[config.mk]
export PLATFORM = sky130hd
export DESIGN_NAME = ym_phase_gen
export DESIGN_NICKNAME = d
export VERILOG_FILES = /design/src/rtl/ym_phase_gen.sv
export SDC_FILE = /design/constraint.sdc
export NUM_CORES = 1
export LEC_CHECK = 0
export CAP_MARGIN = 20
export CORE_AREA = 10 10 47 49
export DETAILED_ROUTE_END_ITERATION = 16
export DIE_AREA = 0 0 57 59
export PLACE_DENSITY = 0.72
export SLEW_MARGIN = 20
export SYNTH_ARGS = -nofsm -noshare
export SYNTH_HDL_FRONTEND = slang
export SYNTH_SLANG_ARGS = --single-unit
[constraint.sdc]
create_clock -name MCLK -period 2.7 [get_ports MCLK]
set_clock_uncertainty 0.2 [all_clocks]
set_input_delay 0.54 -clock MCLK [delete_from_list [all_inputs] [get_ports MCLK]]
set_output_delay 0.54 -clock MCLK [all_outputs]
set_load 0.01 [all_outputs]
[src/rtl/ym_phase_gen.sv]
// Two-phase enable generator (c1/c2), slot counter and flush-stretched core reset.
// Everything runs on MCLK; c1 and c2 are single-cycle enables, not clocks.
//
// ic_out FSM
//   state    | meaning
//   ST_FLUSH | core held in reset; releases at the first slot wrap after ic_lat clears
//   ST_RUN   | normal operation, ic_out low
module ym_phase_gen #(
    parameter int DIV        = 6,
    parameter int SLOTS      = 24,
    parameter int SLOT_WIDTH = 5
) (
    input  logic                  MCLK,
    input  logic                  reset,
    input  logic                  ic_n,
    output logic                  c1,
    output logic                  c2,
    output logic [SLOT_WIDTH-1:0] slot,
    output logic                  slot_sync,
    output logic                  ic_out
);

    localparam int DW = (DIV > 2) ? $clog2(DIV) : 1;
    localparam logic [DW-1:0]         D_LAST    = DW'(DIV - 1);
    localparam logic [DW-1:0]         D_C2      = DW'(DIV / 2 - 1);
    localparam logic [SLOT_WIDTH-1:0] SLOT_LAST = SLOT_WIDTH'(SLOTS - 1);

    typedef enum logic {
        ST_FLUSH = 1'b0,
        ST_RUN   = 1'b1
    } ic_state_t;

    logic [DW-1:0] d;
    logic          ic_m;
    logic          ic_s;
    logic          ic_lat;
    ic_state_t     state;
    ic_state_t     state_nxt;

    // Enables are registered decodes of the divider, so c1 is high while d == 0
    // and c2 while d == DIV/2; they can never overlap.
    always_ff @(posedge MCLK or negedge reset) begin
        if (!reset) begin
            d  <= D_LAST;
            c1 <= 1'b0;
            c2 <= 1'b0;
        end else begin
            d  <= (d == D_LAST) ? '0 : d + 1'b1;
            c1 <= (d == D_LAST);
            c2 <= (d == D_C2);
        end
    end

    always_ff @(posedge MCLK or negedge reset) begin
        if (!reset) begin
            ic_m <= 1'b1;
            ic_s <= 1'b1;
        end else begin
            ic_m <= ic_n;
            ic_s <= ic_m;
        end
    end

    // Sampling only on c1 edges filters ic_n glitches that fall between them.
    always_ff @(posedge MCLK or negedge reset) begin
        if (!reset) begin
            ic_lat <= 1'b1;
        end else if (c1) begin
            ic_lat <= ~ic_s;
        end
    end

    always_ff @(posedge MCLK or negedge reset) begin
        if (!reset) begin
            slot <= '0;
        end else if (c2) begin
            if (ic_lat) begin
                slot <= '0;
            end else begin
                slot <= (slot == SLOT_LAST) ? '0 : slot + 1'b1;
            end
        end
    end

    assign slot_sync = (slot == '0);

    always_ff @(posedge MCLK or negedge reset) begin
        if (!reset) begin
            state <= ST_FLUSH;
        end else begin
            state <= state_nxt;
        end
    end

    // IC has priority over the wrap, so a reassert mid-flush restarts the count.
    always_comb begin
        state_nxt = state;
        if (c2) begin
            if (ic_lat) begin
                state_nxt = ST_FLUSH;
            end else if ((state == ST_FLUSH) && (slot == SLOT_LAST)) begin
                state_nxt = ST_RUN;
            end
        end
    end

    always_comb begin
        ic_out = 1'b0;
        if (state == ST_FLUSH) begin
            ic_out = 1'b1;
        end
    end

endmodule
==> results of run 1 <==
-- synthesized netlist by cell type (all sizes together), types with 2 or more instances --
library cell,n
ha,2
nand2,2
o2bb2ai,2
o21ai,2
inv,8
o22ai,2
nor2,3
dfstp,5
a21oi,2
nand3,2
dfrtp,9
a41oi,2
-- area by class of cell --
type                            instances  area (µm²)  area share (%)
Clock buffer                            4       36.28           4.778
Timing Repair Buffer                   11       110.1           14.50
Tap cell                               16       20.02           2.636
Multi-Input combinational cell         28       206.4           27.18
Sequential cell                        14       356.6           46.95
Inverter                                8       30.03           3.954
-- flip-flops by register name (all words and copies together), names as in the netlist --
signal  flops
slot        5
d           3
c1          1
c2          1
ic_lat      1
ic_m        1
ic_s        1
state       1
-- worst max-delay path, delay by kind of cell (launching register included) --
family	cells	cell delay (ns)
buf+inv	2	0.69
fa+ha+maj	1	0.14
simple gates	1	0.23
flops	1	0.41
-- how the worst max path moves through the flow --
stage / slack (ns) / start / end
after floorplan: 0.88 / slot[2]$_DFFE_PN0P_ / slot_sync
after global placement: 0.55 / slot[0]$_DFFE_PN0P_ / slot_sync
after detailed placement: 0.54 / slot[0]$_DFFE_PN0P_ / slot_sync
after CTS: 0.22 / slot[0]$_DFFE_PN0P_ / slot_sync
after global routing: 0.06 / slot[0]$_DFFE_PN0P_ / slot_sync
final: 0.23 / slot[0]$_DFFE_PN0P_ / slot_sync
-- power by group through the flow --
stage	registers, mW	logic (mW)	clock network [mW]
floorplan	0.234	0.0269	0
global placement	0.236	0.0520	0
detailed placement	0.236	0.0527	0
CTS	0.232	0.0529	0.153
global route	0.235	0.0572	0.162
finish	0.232	0.0516	0.146
-- routing by layer --
metal	part of all wire [%]	up-vias	GRT usage [%]
met5	0	-	0
met4	0	0	4.027
met3	7.9	0	3.433
met2	47	11	10.54
met1	44	193	7.463
li1	-	206	-
-- cells by family after synthesis --
| kind of cell | after synthesis | synth area share, % |
|---|---|---|
| xor gates and xnor gates | 1 | 1.450 |
| muxes | 2 | 3.520 |
| buffers and inverters | 10 | 6.832 |
| and+or+nand+nor | 11 | 10.77 |
| adders and majority gates | 2 | 4.140 |
| DFF | 14 | 59.01 |
| AOI/OAI and AO/OA | 12 | 14.29 |
-- metrics by stage --
step / instances / utilization [%] / power (mW)
CTS: 81 / 54.20 / 0.4384
detailed placement: 77 / 51.61 / 0.2890
finish: 81 / 54.20 / 0.4291
global route: 81 / 54.20 / 0.4537
floorplan: 52 / - / 0.2610
global placement: 77 / 51.61 / 0.2881
==> PnR_summary.wiki, run 1 <==
{| class="wikitable"
! Metric !! Value
|-
| Share of synthesized area occupied by flip-flops and latches || 59.01%
|-
| HP Start || ic_m$_DFF_PN1_
|-
| Chip height || 59 µm
|-
| Final setup viols || 0
|-
| Weighted congestion reported at the end of routability-driven placement || 0.7470
|-
| Reg2Reg Capture Point || slot[3]$_DFFE_PN0P_
|-
| Wire length of the first global-routing pass || 1842 µm
|-
| Layout cells sized above 1 || 20.00%
|-
| Clock latency at the later pin of the worst-skew pair || 0.27 ns
|-
| IO Pins || 12
|-
| Max-cap viol count || 0
|-
| Total Negative Setup Slacks || 0 ns
|-
| Type of the most critical hold path || reg -> reg
|-
| Htree depth || 1
|-
| Critical Path Start Type || flip-flop
|-
| Total vias in the final route || 410
|-
| WL/cell || 12.57 µm
|-
| Commonest non-fill, non-tap cell in the layout || sky130_fd_sc_hd__clkdlybuf4s50_1
|-
| Total count of hold-check failures in the final report || 0
|-
| Startpoint-to-endpoint class of the critical path || reg -> out
|-
| R2r startpoint || slot[0]$_DFFE_PN0P_
|-
| Cell Area, Synth || 604.3 µm²
|-
| Slack of the critical path || 0.2269 ns
|-
| Number of distinct standard cells referenced by the synthesized netlist || 24
|-
| Root cell of the clock tree || sky130_fd_sc_hd__clkbuf_4
|-
| Number of buffers created by CTS || 3
|-
| GRT Resource Usage Total || 6.854%
|-
| ANT nets after route || 0
|-
| Count of buffers added by post-CTS timing repair for setup || 0
|-
| DRC violations left || 0
|-
| Gate Count Post-Synth || 52
|-
| Area post-placement || 723.2 µm²
|-
| Ranking of synthesized cells by area || sky130_fd_sc_hd__dfrtp_1, sky130_fd_sc_hd__dfstp_2, sky130_fd_sc_hd__inv_1
|-
| Slew at the pin with the worst max-slew slack || 0.5974 ns
|-
| Leading area contributor after synthesis || sky130_fd_sc_hd__dfrtp_1
|-
| Area fraction of the dominant cell type after synthesis || 37.27%
|-
| Area added between synthesis and finish || 25.67%
|-
| Number of filler cells placed in the layout || 130
|-
| Sum of net half-perimeters after detailed placement || 786.1 µm
|-
| Final min period || 2.473 ns
|-
| Critical path data required time || 1.96 ns
|-
| Combinational share of power || 12.0%
|-
| Clock power frac || 33.9%
|-
| 1st-iter DRT viols || 1
|-
| Cell area power density || 565.0 mW/mm²
|-
| Cts hold-fix bufs || 0
|-
| Slowest stage cell on the critical path || sky130_fd_sc_hd__clkdlybuf4s50_1
|-
| Max Clock Freq || 404.3 MHz
|-
| Crit path largest cell delay || 0.59 ns
|-
| Ys async rst share || 100.0%
|-
| Die boundary width || 57 µm
|-
| Largest vdd supply drop || 281.7 µV
|-
| Switching share of power || 22.40%
|-
| Number of buffers on the longest clock path || 2
|-
| Overflow left after global routing || 0
|-
| Power share of the sequential group || 54.0%
|-
| Leading cell types in the layout, fill and taps excluded || sky130_fd_sc_hd__clkdlybuf4s50_1, sky130_fd_sc_hd__dfrtp_1, sky130_fd_sc_hd__inv_1, sky130_fd_sc_hd__dfstp_2
|-
| DR pass1 iterations || 2
|-
| Cell-internal power || 0.3330 mW
|-
| Max-slew violations || 0
|-
| Total of buffers placed on input and output ports || 11
|-
| Total non-filler cell area in the finished layout || 759.5 µm²
|-
| Average size of a mapped cell || 11.62 µm²
|-
| Min-Delay Endpoint || ic_s$_DFF_PN1_
|-
| Worst hold path depth || 0
|-
| Switching power summed over all nets || 0.09611 mW
|-
| Count of flip-flops with a built-in enable after synthesis || 0
|-
| Worst slew margin relative to its limit || 60.05%
|-
| Placement Setup Slack || 0.5426 ns
|-
| YS warnings || 0
|-
| Series of cell instances along the critical path || inv_1, ha_1, nor4b_1, clkdlybuf4s50_1
|-
| Final worst-path cycle share || 91.60%
|-
| Largest net degree at the start of global routing || 15
|-
| TritonCTS clock tree || yes
|-
| Number of synthesized register bits || 14
|-
| Die area || 0.003363 mm²
|-
| Slack of the worst reg-to-reg path || 1.21 ns
|-
| Total number of placement rows || 14
|-
| Top fanout value on the critical path || 4
|-
| Critical Path End Type || primary output
|-
| Critical path arrival || 1.73 ns
|-
| Net Count, Synth || 57
|-
| Routed vias/inst || 5.062
|-
| Number of clock sinks || 14
|-
| Setup repair after global routing missed its margin || false
|-
| Final-stage net count || 71
|-
| Result of the run || completed
|-
| Smallest hold slack || 0.1600 ns
|-
| Area of the placeable core || 0.001401 mm²
|-
| Clock transition time at the flip-flop clock pins of the worst setup and hold paths || 0.08 ns
|-
| Primary FF master, synth || sky130_fd_sc_hd__dfrtp_1
|-
| Starting density of the core || 43.13%
|-
| Number of instances resized during post-cts repair || 0
|-
| Leakage power || 0.3343 nW
|-
| Initial antenna violation count || 0
|-
| Register-to-Register Path Depth || 3
|-
| Number of antenna repair diodes || 0
|-
| Vias in the first global route || 409
|-
| Drt total wl || 1018 µm
|}
(Power assumes the default switching activity.)
==> run 2, diff against run 1 <==
Settings changed: GPL_ROUTABILITY_DRIVEN set to 0.
==> results of run 2 <==
Same layout as run 1: the final DEF is identical, and so are final timing and power.
